### src/rtl/hazard_ctrl_if.sv
// ----------------------------------------------------------------------------
// hazard_ctrl_if
// Pipeline-control bundle between the ID stage and the hazard controller.
//   id_valid        : ID holds a real instruction           (ID side -> ctrl)
//   id_instr[31:0]  : instruction currently in ID           (ID side -> ctrl)
//   ex_branch_taken : BEQ in EX resolved taken this cycle   (EX side -> ctrl)
//   pc_hold         : PC keeps its value                    (ctrl -> front end)
//   ifid_hold       : IF/ID register keeps its value        (ctrl -> front end)
//   ifid_flush      : IF/ID register loads NOP              (ctrl -> front end)
//   idex_bubble     : ID/EX register loads NOP              (ctrl -> front end)
// Modports: master = pipeline side, slave = hazard controller.
// ----------------------------------------------------------------------------
interface hazard_ctrl_if;
    logic        id_valid;
    logic [31:0] id_instr;
    logic        ex_branch_taken;
    logic        pc_hold;
    logic        ifid_hold;
    logic        ifid_flush;
    logic        idex_bubble;

    modport master (
        output id_valid,
        output id_instr,
        output ex_branch_taken,
        input  pc_hold,
        input  ifid_hold,
        input  ifid_flush,
        input  idex_bubble
    );

    modport slave (
        input  id_valid,
        input  id_instr,
        input  ex_branch_taken,
        output pc_hold,
        output ifid_hold,
        output ifid_flush,
        output idex_bubble
    );
endinterface

### src/rtl/hazard_ctrl.sv
// ----------------------------------------------------------------------------
// hazard_ctrl
// Interlock controller for the ID->EX->MEM->WB pipeline. A three-entry
// scoreboard holds the destination registers still in flight; an ID
// instruction reading one of them stalls the front end. Taken branches and
// jumps flush wrong-path instructions. Saturating stall/flush counters and a
// sticky deadlock flag give visibility into pipeline behaviour.
// Ports:
//   clk        : rising-edge clock
//   rst_n      : asynchronous active-low reset
//   pipe       : pipeline-control bundle (hazard_ctrl_if.slave)
//   stall_cnt  : saturating count of stall cycles
//   flush_cnt  : saturating count of cycles with ifid_flush asserted
//   deadlock   : sticky, set by a 4th consecutive stall cycle
// ----------------------------------------------------------------------------
module hazard_ctrl #(
    parameter int CNT_W = 16
) (
    input  logic             clk,
    input  logic             rst_n,
    hazard_ctrl_if.slave     pipe,
    output logic [CNT_W-1:0] stall_cnt,
    output logic [CNT_W-1:0] flush_cnt,
    output logic             deadlock
);

    // Shared opcode encodings; anything else decodes as an ALU op.
    localparam logic [5:0] OP_SDW  = 6'h2B;
    localparam logic [5:0] OP_BEQ  = 6'h04;
    localparam logic [5:0] OP_LDW  = 6'h23;
    localparam logic [5:0] OP_JUMP = 6'h02;

    localparam logic [CNT_W-1:0] CNT_MAX = {CNT_W{1'b1}};
    localparam logic [CNT_W-1:0] CNT_ONE = {{(CNT_W-1){1'b0}}, 1'b1};

    typedef enum logic [0:0] {
        ST_RUN   = 1'b0,
        ST_STALL = 1'b1
    } state_t;

    state_t      state_r;
    state_t      state_nxt_s;
    logic [1:0]  consec_r;

    logic [4:0]  sb_ex_r;
    logic [4:0]  sb_mem_r;
    logic [4:0]  sb_wb_r;

    logic [5:0]  opcode_s;
    logic [4:0]  src_a_s;
    logic [4:0]  src_b_s;
    logic [4:0]  dest_s;
    logic        use_a_s;
    logic        use_b_s;
    logic        hazard_s;
    logic        stall_s;
    logic        jump_id_s;
    logic        bubble_s;
    logic        flush_s;

    // A source hazards when it is used, nonzero, and matches an in-flight
    // destination. Since src is nonzero, a match implies a nonzero entry.
    function automatic logic src_pending(
        input logic       used,
        input logic [4:0] src,
        input logic [4:0] e0,
        input logic [4:0] e1,
        input logic [4:0] e2
    );
        return used && (src != 5'd0) &&
               ((src == e0) || (src == e1) || (src == e2));
    endfunction

    // Operand decode: which fields are sources and which is the destination.
    always_comb begin
        opcode_s = pipe.id_instr[31:26];
        src_a_s  = pipe.id_instr[20:16];
        use_a_s  = (opcode_s != OP_JUMP);
        src_b_s  = 5'd0;
        use_b_s  = 1'b0;
        dest_s   = 5'd0;
        case (opcode_s)
            OP_SDW, OP_BEQ: begin
                src_b_s = pipe.id_instr[25:21];
                use_b_s = 1'b1;
                dest_s  = 5'd0;
            end
            OP_LDW: begin
                src_b_s = 5'd0;
                use_b_s = 1'b0;
                dest_s  = pipe.id_instr[25:21];
            end
            OP_JUMP: begin
                src_b_s = 5'd0;
                use_b_s = 1'b0;
                dest_s  = 5'd0;
            end
            default: begin
                src_b_s = pipe.id_instr[15:11];
                use_b_s = 1'b1;
                dest_s  = pipe.id_instr[25:21];
            end
        endcase
    end

    // Hazard detection and pipeline-control outputs. A taken branch kills the
    // ID instruction, so it overrides the stall; flush therefore never
    // coincides with hold.
    always_comb begin
        hazard_s  = pipe.id_valid &&
                    (src_pending(use_a_s, src_a_s, sb_ex_r, sb_mem_r, sb_wb_r) ||
                     src_pending(use_b_s, src_b_s, sb_ex_r, sb_mem_r, sb_wb_r));
        stall_s   = hazard_s && !pipe.ex_branch_taken;
        jump_id_s = pipe.id_valid && (opcode_s == OP_JUMP) && !stall_s;
        bubble_s  = stall_s || pipe.ex_branch_taken;
        flush_s   = pipe.ex_branch_taken || jump_id_s;

        pipe.pc_hold     = stall_s;
        pipe.ifid_hold   = stall_s;
        pipe.idex_bubble = bubble_s;
        pipe.ifid_flush  = flush_s;
    end

    // Scoreboard shift; EX entry takes the new destination unless bubbled.
    always_ff @(posedge clk or negedge rst_n) begin
        if (!rst_n) begin
            sb_ex_r  <= 5'd0;
            sb_mem_r <= 5'd0;
            sb_wb_r  <= 5'd0;
        end else begin
            sb_wb_r  <= sb_mem_r;
            sb_mem_r <= sb_ex_r;
            sb_ex_r  <= (bubble_s || !pipe.id_valid) ? 5'd0 : dest_s;
        end
    end

    // FSM state register.
    always_ff @(posedge clk or negedge rst_n) begin
        if (!rst_n) begin
            state_r <= ST_RUN;
        end else begin
            state_r <= state_nxt_s;
        end
    end

    // FSM next state: STALL tracks whether the front end is currently held.
    always_comb begin
        state_nxt_s = state_r;
        case (state_r)
            ST_RUN: begin
                if (stall_s) begin
                    state_nxt_s = ST_STALL;
                end else begin
                    state_nxt_s = ST_RUN;
                end
            end
            ST_STALL: begin
                if (stall_s) begin
                    state_nxt_s = ST_STALL;
                end else begin
                    state_nxt_s = ST_RUN;
                end
            end
            default: begin
                state_nxt_s = ST_RUN;
            end
        endcase
    end

    // Consecutive-stall tracking and sticky deadlock. The first stall cycle
    // is spent in RUN, so consec_r==2 in STALL with stall still asserted is
    // the 4th consecutive stall cycle; legal code never gets there.
    always_ff @(posedge clk or negedge rst_n) begin
        if (!rst_n) begin
            consec_r <= 2'd0;
            deadlock <= 1'b0;
        end else begin
            case (state_r)
                ST_RUN: begin
                    consec_r <= 2'd0;
                end
                ST_STALL: begin
                    if (consec_r != 2'd3) begin
                        consec_r <= consec_r + 2'd1;
                    end else begin
                        consec_r <= consec_r;
                    end
                end
                default: begin
                    consec_r <= 2'd0;
                end
            endcase
            if ((state_r == ST_STALL) && stall_s && (consec_r >= 2'd2)) begin
                deadlock <= 1'b1;
            end else begin
                deadlock <= deadlock;
            end
        end
    end

    // Saturating performance counters.
    always_ff @(posedge clk or negedge rst_n) begin
        if (!rst_n) begin
            stall_cnt <= {CNT_W{1'b0}};
            flush_cnt <= {CNT_W{1'b0}};
        end else begin
            if (stall_s && (stall_cnt != CNT_MAX)) begin
                stall_cnt <= stall_cnt + CNT_ONE;
            end else begin
                stall_cnt <= stall_cnt;
            end
            if (flush_s && (flush_cnt != CNT_MAX)) begin
                flush_cnt <= flush_cnt + CNT_ONE;
            end else begin
                flush_cnt <= flush_cnt;
            end
        end
    end

endmodule

### src/flat_wrapper.sv
// flat-port wrapper written by rule: the top's interface ports become plain ports
module hazard_ctrl_flat 
#(
    parameter int CNT_W = 16
)
  (clk, rst_n, stall_cnt, flush_cnt, deadlock, pipe_id_valid, pipe_id_instr, pipe_ex_branch_taken, pipe_pc_hold, pipe_ifid_hold, pipe_ifid_flush, pipe_idex_bubble);
  hazard_ctrl_if pipe_i ();
  input  logic clk;
  input  logic rst_n;
  output logic [CNT_W-1:0] stall_cnt;
  output logic [CNT_W-1:0] flush_cnt;
  output logic deadlock;
  input wire logic [$bits(pipe_i.id_valid)-1:0] pipe_id_valid;
  input wire logic [$bits(pipe_i.id_instr)-1:0] pipe_id_instr;
  input wire logic [$bits(pipe_i.ex_branch_taken)-1:0] pipe_ex_branch_taken;
  output wire logic [$bits(pipe_i.pc_hold)-1:0] pipe_pc_hold;
  output wire logic [$bits(pipe_i.ifid_hold)-1:0] pipe_ifid_hold;
  output wire logic [$bits(pipe_i.ifid_flush)-1:0] pipe_ifid_flush;
  output wire logic [$bits(pipe_i.idex_bubble)-1:0] pipe_idex_bubble;
  assign pipe_i.id_valid = pipe_id_valid;
  assign pipe_i.id_instr = pipe_id_instr;
  assign pipe_i.ex_branch_taken = pipe_ex_branch_taken;
  assign pipe_pc_hold = pipe_i.pc_hold;
  assign pipe_ifid_hold = pipe_i.ifid_hold;
  assign pipe_ifid_flush = pipe_i.ifid_flush;
  assign pipe_idex_bubble = pipe_i.idex_bubble;
  hazard_ctrl #(.CNT_W(CNT_W)) u_core (.clk(clk), .rst_n(rst_n), .pipe(pipe_i), .stall_cnt(stall_cnt), .flush_cnt(flush_cnt), .deadlock(deadlock));
endmodule
### config.mk
export PLATFORM = sky130hd
export DESIGN_NAME = hazard_ctrl_flat
export DESIGN_NICKNAME = d
export VERILOG_FILES = /design/src/rtl/hazard_ctrl_if.sv /design/src/rtl/hazard_ctrl.sv /design/src/flat_wrapper.sv
export SDC_FILE = /design/constraint.sdc
export NUM_CORES = 1
export LEC_CHECK = 0
export BUFFER_PORTS_ARGS = -buffer_cell sky130_fd_sc_hd__buf_2
export CORE_MARGIN = 3
export CORE_UTILIZATION = 53
export DETAILED_ROUTE_END_ITERATION = 10
export PLACE_DENSITY = 0.87
export SYNTH_ARGS = -nofsm -noshare
export SYNTH_HDL_FRONTEND = slang
export SYNTH_SLANG_ARGS = --single-unit
### constraint.sdc
create_clock -name clk -period 3.9 [get_ports clk]
set_input_delay 0.39 -clock clk [delete_from_list [all_inputs] [get_ports clk]]
set_output_delay 0.39 -clock clk [all_outputs]
set_load 0.01 [all_outputs]
==> impl_metrics.ini, run 1 <==
[status]
status = completed

[clocking]
cts_max_path_buffers = 2
path_clk_slew_ns = 0.10
numCtsBuffers = 5
cts_setup_buffers = 0
cts-root-buf = clkbuf_8
cts_resized = 0
ctsHoldBuffers = 0
cts.sinks = 51
clkLatencyLatePin_ns = 0.30
cts_tree = yes
htree_levels = 2

[timing]
rsz0062_at_grt = no
tightest_slew_ns = 1.09
fmax_mhz = 284
drv_slew = 0
finalSetupTns_ns = 0
finalCriticalPeriod_ns = 3.52
worst_hold_slack_ns = 0.280
slew_headroom = 0.275
finalHoldViolCount = 0
fin_worst_skew_ns = 0.0113
fin_crit_sh = 0.902
setup_viol = 0

[power]
seqPwrFrac = 0.529
power_density_nw_per_um2 = 392
power_frac_clock = 0.250
swShare = 0.315
combPwrFrac = 0.221
ir_drop_uv = 369
p_int_uw = 877
p_sw_uw = 403
total_power_uw = 1280
p_leak_uw = 0.00158

[placed_design]
gp_congestion = 0.822
dp_hpwl_mm = 4.37
port_buffers = 61
post-place-cells = 383

[layout]
area_delta_synth_final_pct = 17.4
final_core_util = 0.665
layout-drive-gt1-share = 0.284
fin_cells = 391
seq_area_um2 = 1280
fillers = 401
num-nets-final = 363
multi_input_area_um2 = 1460
antenna_cells = 0

[grt]
grt_pass1_vias = 2164
use_met1 = 0.260
grtUsageMet2 = 0.337
grt_max_degree = 52
grt.busiest_layer = met2
grt_util_all_layers = 0.201
grt_overflow = 0
grt_pass1_wl_mm = 9.90
antenna_found_initial = 0
use_met3 = 0.0344

[drt]
route.detailed.drc = 0
dr.first_iter.drc_count = 166
vias_per_cell = 5.58
dr_total_vias = 2182
detail-route-antenna-nets = 0
first_pass_iters = 4
wirelength_mm = 5.77
wl_per_cell_um = 14.7

[worst_setup_path]
critical-path-max-stage-delay_ns = 0.73
cpMaxStageDelayCell = o32ai_1
crit_type = primary input to output port
crit_required_ns = 3.51
crit_chain = buf_2 -> nand4b_1 -> o32ai_1 -> o21a_1 -> o22ai_1 -> or4_4 -> a31oi_4 -> o21bai_4 -> inv_1 -> buf_2
startpoint_type = primary input
path_buf_inv = 3
cp_top_family = compound AO/OA/AOI/OAI gates
arrival_ns = 3.13
crit_top_cell = buf_2
cp_max_fo = 17
endpoint_kind = output port

[synthesis]
syn_nets = 296
async_reset_ff_frac = 1.00
yosys-top-cells-count = dfrtp_1 (51), xor2_1 (29), xnor2_1 (25)
avgSynthCellArea_um2 = 10.9
synthFlopType = dfrtp_1
netlist_area_um2 = 2780
synth_cell_types = 55
synth-seq-area-share = 0.458
yosys.area.top_type = dfrtp_1
synth.most_common_cell = dfrtp_1
synthCells = 256
synth_edf_count = 0
synth_top_area_frac = 0.458
ys_seq_elements = 51
synthTopCellsByArea = dfrtp_1 (46%), xor2_1 (9.1%), xnor2_1 (7.9%)
yosysWarnings = 0

[die]
fp.dieW_um = 78.5
die-area_um2 = 6160
rows = 25
ios = 73
dieHeight_um = 78.5
start_util = 0.567
core_um2 = 4910

[flow_run]
cap_viol_max_count = 0

[hold_path]
hp-class = primary input to async pin
state kept, by name, summed over array words and instances (netlist names):
signal / flops
u_core.sb_ex_r: 5
u_core.consec_r: 2
u_core.sb_mem_r: 5
u_core.flush_cnt: 16
u_core.stall_cnt: 16
u_core.deadlock: 1
u_core.sb_wb_r: 5
u_core.state_r: 1
final timing paths:
path	start	end	slack, ns	cells after the start
setup / recovery	pipe_id_instr[28]	pipe_pc_hold	0.38	10
hold / removal	rst_n	u_core.stall_cnt[15]	0.28	1
hold reg to reg	u_core.sb_mem_r[2]	u_core.sb_wb_r[2]	0.45	0
setup reg to reg	u_core.sb_wb_r[2]	u_core.stall_cnt[8]	1.38	8
min in group clk	pipe_id_instr[23]	u_core.sb_ex_r[2]	0.33	2
max in group asynchronous	rst_n	u_core.flush_cnt[15]	2.95	1
per-stage QoR:
stage          area (um^2)  setup slack, ns
6_report              3270            0.382
4_1_cts               3270            0.415
3_5_place_dp          3170            0.381
5_1_grt               3270            0.199
3_3_place_gp          3170            0.491
2_1_floorplan         2780            0.665
area by class of cell:
type | count | area share
Clock inverter | 2 | 0.00498
Sequential cell | 51 | 0.391
Clock buffer | 6 | 0.0253
Multi-Input combinational cell | 196 | 0.448
Inverter | 5 | 0.00574
Tap cell | 67 | 0.0257
Timing Repair Buffer | 64 | 0.100
cell families (layout without fill, tap and decap cells):
| logic type | count (synthesis) | in the layout | share of synthesized area |
|---|---|---|---|
| flip-flops | 51 | 51 | 0.458 |
| AO/OA/AOI/OAI | 32 | 32 | 0.0998 |
| AND/OR/NAND/NOR | 103 | 103 | 0.226 |
| buffers and inverters | 9 | 77 | 0.0162 |
| multiplexers | 3 | 3 | 0.0121 |
| XOR/XNOR | 54 | 54 | 0.170 |
| adder cells (fa/ha/maj) | 4 | 4 | 0.0180 |
worst reg2reg max path: stages, from the launching register on:
cell      delay, ns
dfrtp_1        0.42
xnor2_1        0.18
nand3_1        0.10
nor3_1         0.22
a31oi_1        0.07
a211oi_1       0.56
o21bai_4       0.28
nor4_1         0.43
xor2_1         0.20
per-layer routing:
layer  up-vias  wire, um
met5         -         0
met4         0        97
met3         9       215
met2        60      2840
met1      1050      2610
li1       1063         -
placed cells by master, fill, tap and decap left out, types with 4 or more instances in the layout:
master / instances
nor2_1: 11
nand4_1: 7
nor3_2: 6
inv_1: 5
or3_1: 4
and2_1: 8
o21ai_0: 4
xor2_1: 29
buf_2: 61
xnor2_1: 25
nor4_1: 5
ha_1: 4
nand2_1: 13
dfrtp_1: 51
clkbuf_8: 6
nor3_1: 8
nand3_1: 16
and3_1: 4
power by group through the flow:
stage / Clock, uW / Combinational, uW / Sequential [uW]
after floorplan: 0 / 143 / 699
after global placement: 0 / 273 / 684
after detailed placement: 0 / 288 / 684
after CTS: 327 / 287 / 676
after global routing: 354 / 313 / 690
final: 320 / 284 / 677
No activity file was read; power rests on OpenSTA's default activity.
==> run 2, diff against run 1 <==
--- a/config.mk
+++ b/config.mk
@@ -10,6 +10,7 @@
 export CORE_UTILIZATION = 53
 export DETAILED_ROUTE_END_ITERATION = 10
 export PLACE_DENSITY = 0.87
+export RECOVER_POWER = 50
 export SYNTH_ARGS = -nofsm -noshare
 export SYNTH_HDL_FRONTEND = slang
 export SYNTH_SLANG_ARGS = --single-unit
==> impl_metrics.ini, run 2 (synthesis gave the netlist of run 1 again) <==
[status]
status = finished, violations left
violations = max-capacitance violations, max-slew violations

[worst_setup_path]
startpoint_type = primary input
crit_top_cell = buf_2
startpoint = pipe_id_instr[28]
crit_chain = buf_2 -> nand4b_1 -> o32ai_1 -> o21a_1 -> o22ai_1 -> or4_4 -> a31oi_4 -> o21bai_4 -> inv_1 -> buf_2
rr_startpoint = u_core.sb_wb_r[2]
cpMaxStageDelayCell = o32ai_1
path_buf_inv = 3
crit_required_ns = 3.51
endpoint_kind = output port
cp_max_fo = 17
arrival_ns = 3.14
cp_top_family = compound AO/OA/AOI/OAI gates
crit_type = primary input to output port
critical-path-max-stage-delay_ns = 0.74

[drt]
vias_per_cell = 5.58
dr.first_iter.drc_count = 169
detail-route-antenna-nets = 0
wl_per_cell_um = 14.7
first_pass_iters = 4
wirelength_mm = 5.75
route.detailed.drc = 0
dr_total_vias = 2180

[die]
dieHeight_um = 78.5
ios = 73
rows = 25
die-area_um2 = 6160
start_util = 0.567
fp.dieW_um = 78.5
core_um2 = 4910

[timing]
tightest_slew_ns = 2.59
fin_worst_skew_ns = 0.0110
rsz0062_at_grt = no
drv_slew = 52
slew_headroom = -0.727
fmax_mhz = 283
setup_viol = 0
finalCriticalPeriod_ns = 3.53
finalHoldViolCount = 0
finalSetupTns_ns = 0
fin_crit_sh = 0.906

[placed_design]
gp_congestion = 0.822
port_buffers = 61
dp_hpwl_mm = 4.37

[grt]
grt_overflow = 0
antenna_found_initial = 0
grt_pass1_vias = 2164
grt_max_degree = 52
grt_pass1_wl_mm = 9.90
grt_util_all_layers = 0.201

[power]
power_density_nw_per_um2 = 392
p_leak_uw = 0.00155
seqPwrFrac = 0.529
p_sw_uw = 402
p_int_uw = 875
swShare = 0.315
total_power_uw = 1280
ir_drop_uv = 359
combPwrFrac = 0.220
power_frac_clock = 0.251

[clocking]
htree_levels = 2
cts_resized = 0
cts_setup_buffers = 0
cts_max_path_buffers = 2
path_clk_slew_ns = 0.09
clkLatencyLatePin_ns = 0.30
cts-root-buf = clkbuf_8
cts.sinks = 51
cts_tree = yes
numCtsBuffers = 5
ctsHoldBuffers = 0

[layout]
antenna_cells = 0
layout_common_cells = buf_2 (54), dfrtp_1 (51), xor2_1 (29)
area_delta_synth_final_pct = 17.1
num-nets-final = 363
layout-drive-gt1-share = 0.262
reg_top3 = u_core.flush_cnt x16, u_core.stall_cnt x16
fillers = 405
multi_input_area_um2 = 1460
seq_area_um2 = 1280
final_common_cell = buf_2

[hold_path]
hp-class = primary input to flip-flop
holdCritStartpoint = pipe_id_instr[23]

[flow_run]
cap_viol_max_count = 1
run 2: cell type report:
type | count | share of cell area
multi-input combinational | 196 | 0.449
sequential | 51 | 0.392
timing repair buffer | 64 | 0.0979
tap | 67 | 0.0257
clock buffer | 6 | 0.0253
inverter | 5 | 0.00576
clock inverter | 2 | 0.00499
run 2: path summary, 6_finish.rpt:
kind | endpoint | slack [ns] | cells after the start
setup / recovery | pipe_pc_hold | 0.37 | 10
max in group asynchronous | u_core.flush_cnt[15] | 1.55 | 1
setup reg to reg | u_core.stall_cnt[8] | 1.38 | 8
hold reg to reg | u_core.sb_wb_r[2] | 0.45 | 0
min in group asynchronous | u_core.stall_cnt[14] | 0.89 | 1
hold / removal | u_core.sb_ex_r[2] | 0.33 | 2
run 2: metrics by stage:
step | utilization | instances | worst slack, ns | cell area [um^2] | hold WS [ns]
floorplan | - | 256 | 0.665 | 2780 | 0.0944
global placement | 0.645 | 383 | 0.491 | 3170 | 0.426
detailed placement | 0.645 | 383 | 0.381 | 3170 | 0.433
CTS | 0.665 | 391 | 0.415 | 3270 | 0.319
global route | 0.664 | 391 | 0.199 | 3260 | 0.334
finish | 0.664 | 391 | 0.366 | 3260 | 0.331
run 2: worst reg2reg max path, cell delays in order (launching register included):
cell and delay (ns):
dfrtp_1 0.42, xnor2_1 0.18, nand3_1 0.10, nor3_1 0.22, a31oi_1 0.07, a211oi_1 0.56
o21bai_4 0.28, nor4_1 0.43, xor2_1 0.20
run 2: power groups by stage:
stage	clock [uW]	sequential [uW]	combinational [uW]
after floorplan	0	699	143
after global placement	0	684	273
after detailed placement	0	684	288
after CTS	327	676	287
after global routing	354	690	311
final	320	676	281
run 2: layer usage:
metal  part of all wire  vias up  global-route usage
met5                  0        -                   0
met4              0.017        0              0.0787
met3              0.036        9              0.0344
met2               0.50       63               0.337
met1               0.45     1048               0.260
li1                   -     1060                   -
==> run 3, diff against run 2 <==
==> constraint.sdc (replaced) <==
create_clock -name clk -period 3.9 [get_ports clk]
set_input_delay 0.78 -clock clk [delete_from_list [all_inputs] [get_ports clk]]
set_output_delay 0.78 -clock clk [all_outputs]
set_load 0.01 [all_outputs]
==> impl_metrics.ini, run 3 (synthesis gave the netlist of run 1 again) <==
[status]
status = finished, violations left
violations = max-capacitance violations, max-slew violations, negative setup slack

[timing]
finalCriticalPeriod_ns = 3.97
rsz0062_at_grt = yes
finalHoldViolCount = 0
fin_ws_ns = -0.0697
finalSetupTns_ns = -0.0728
slew_headroom = -0.784
tightest_slew_ns = 2.68
fin_crit_sh = 1.02
drv_slew = 52
setup_viol = 2
fmax_mhz = 252
fin_worst_skew_ns = 0.0107

[hold_path]
hp-class = flip-flop to flip-flop
hold_depth = 0
hold_end = u_core.sb_wb_r[2]
holdCritStartpoint = u_core.sb_mem_r[2]

[worst_setup_path]
cpMaxStageDelayCell = or4_4
crit_required_ns = 3.12
worstRegToRegCells = 9
endpoint_kind = output port
rrSetupSlack_ns = 1.32
startpoint_type = primary input
rr_startpoint = u_core.sb_wb_r[4]
crit_type = primary input to output port
crit_top_cell = or4_4
crit_chain = buf_6 -> or4_4 -> o22a_4 -> a22o_4 -> xor2_1 -> or4_4 -> a31oi_4 -> or2_4 -> a21o_1 -> buf_2
cp_max_fo = 4
arrival_ns = 3.19
r2r_end = u_core.stall_cnt[7]
critical-path-max-stage-delay_ns = 0.55

[drt]
route.detailed.drc = 0
vias_per_cell = 5.48
dr_total_vias = 2242
first_pass_iters = 4
wirelength_mm = 6.16
wl_per_cell_um = 15.1
dr.first_iter.drc_count = 88
detail-route-antenna-nets = 0

[clocking]
numCtsBuffers = 5
clkLatencyLatePin_ns = 0.30
ctsHoldBuffers = 0
path_clk_slew_ns = 0.08
cts-root-buf = clkbuf_8
cts.sinks = 51
cts_max_path_buffers = 2
htree_levels = 2
cts_tree = yes

[layout]
antenna_cells = 0
final_core_util = 0.701
fillers = 386
layout-drive-gt1-share = 0.319
final_common_cell = buf_2
layout_common_cells = buf_2 (53), dfrtp_1 (51), xor2_1 (29)
area_delta_synth_final_pct = 23.7
reg_top3 = u_core.flush_cnt x16, u_core.stall_cnt x16
num-nets-final = 382

[grt]
grt_pass1_wl_mm = 10.1
antenna_found_initial = 0
grt_pass1_vias = 2146
grt_max_degree = 52
grt_overflow = 0
grt_util_all_layers = 0.206

[power]
p_int_uw = 891
p_leak_uw = 0.00165
ir_drop_uv = 464
power_frac_clock = 0.240
combPwrFrac = 0.235
p_sw_uw = 403
swShare = 0.311
power_density_nw_per_um2 = 376
seqPwrFrac = 0.524

[die]
start_util = 0.567
ios = 73
core_um2 = 4910
rows = 25
die-area_um2 = 6160
dieHeight_um = 78.5
fp.dieW_um = 78.5

[placed_design]
gp_congestion = 0.889
port_buffers = 61
dp_hpwl_mm = 4.63

[flow_run]
cap_viol_max_count = 1
-- run 3: power groups by stage --
stage	clock, uW	sequential [uW]	combinational (uW)
2_1_floorplan	0	699	145
3_3_place_gp	0	685	289
3_5_place_dp	0	687	302
4_1_cts	317	678	307
5_1_grt	343	694	338
6_report	311	678	304
-- run 3: metal layers --
metal | vias to the layer above | share of wire | GRT usage
met5 | - | 0 | 0
met4 | 0 | 0.014 | 0.0524
met2 | 53 | 0.50 | 0.352
li1 | 1095 | - | -
met3 | 8 | 0.037 | 0.0333
met1 | 1086 | 0.44 | 0.272
-- run 3: how the worst max path moves through the flow --
stage,end,cells past startpoint,from,slack [ns]
finish,pipe_idex_bubble,10,pipe_id_instr[31],-0.07
global route,pipe_idex_bubble,10,pipe_id_instr[31],-0.15
CTS,pipe_idex_bubble,10,pipe_id_instr[31],-0.06
detailed placement,pipe_idex_bubble,10,pipe_id_instr[26],-0.11
global placement,pipe_idex_bubble,10,pipe_id_instr[26],-0.07
floorplan,pipe_pc_hold,10,pipe_id_instr[26],0.006
-- run 3: layout make-up --
cell class | instances | area (um^2) | area share
repair buffers | 83 | 475 | 0.138
clock inverters | 1 | 8.76 | 0.00254
flip-flops and latches | 51 | 1280 | 0.371
inverters | 5 | 18.8 | 0.00545
clock buffers | 6 | 82.6 | 0.0240
well taps | 67 | 83.8 | 0.0243
multi-input cells | 196 | 1500 | 0.435
-- run 3: timing repair --
action / 4_1_cts / 5_1_grt
pin swaps: 6 / 2
setup buffers: 3 / 1
gates resized for setup: 3 / 2
setup endpoints to repair: 3 / 3
-- run 3: critical path: cells and delay by family --
family | cells | cell delay [ns]
and+or+nand+nor | 3 | 1.21
buffers and inverters | 2 | 0.21
AOI/OAI and AO/OA | 4 | 0.84
xor gates and xnor gates | 1 | 0.14
-- run 3: through the flow --
stage / cell area [um^2] / setup slack [ns] / power [uW] / std cells / hold WS, ns
finish: 3440 / -0.0697 / 1290 / 409 / 0.444
floorplan: 2800 / 0.00585 / 844 / 256 / 0.400
global placement: 3300 / -0.0655 / 973 / 398 / 0.423
detailed placement: 3300 / -0.110 / 989 / 398 / 0.427
global route: 3440 / -0.145 / 1380 / 409 / 0.462
CTS: 3430 / -0.0649 / 1300 / 408 / 0.447
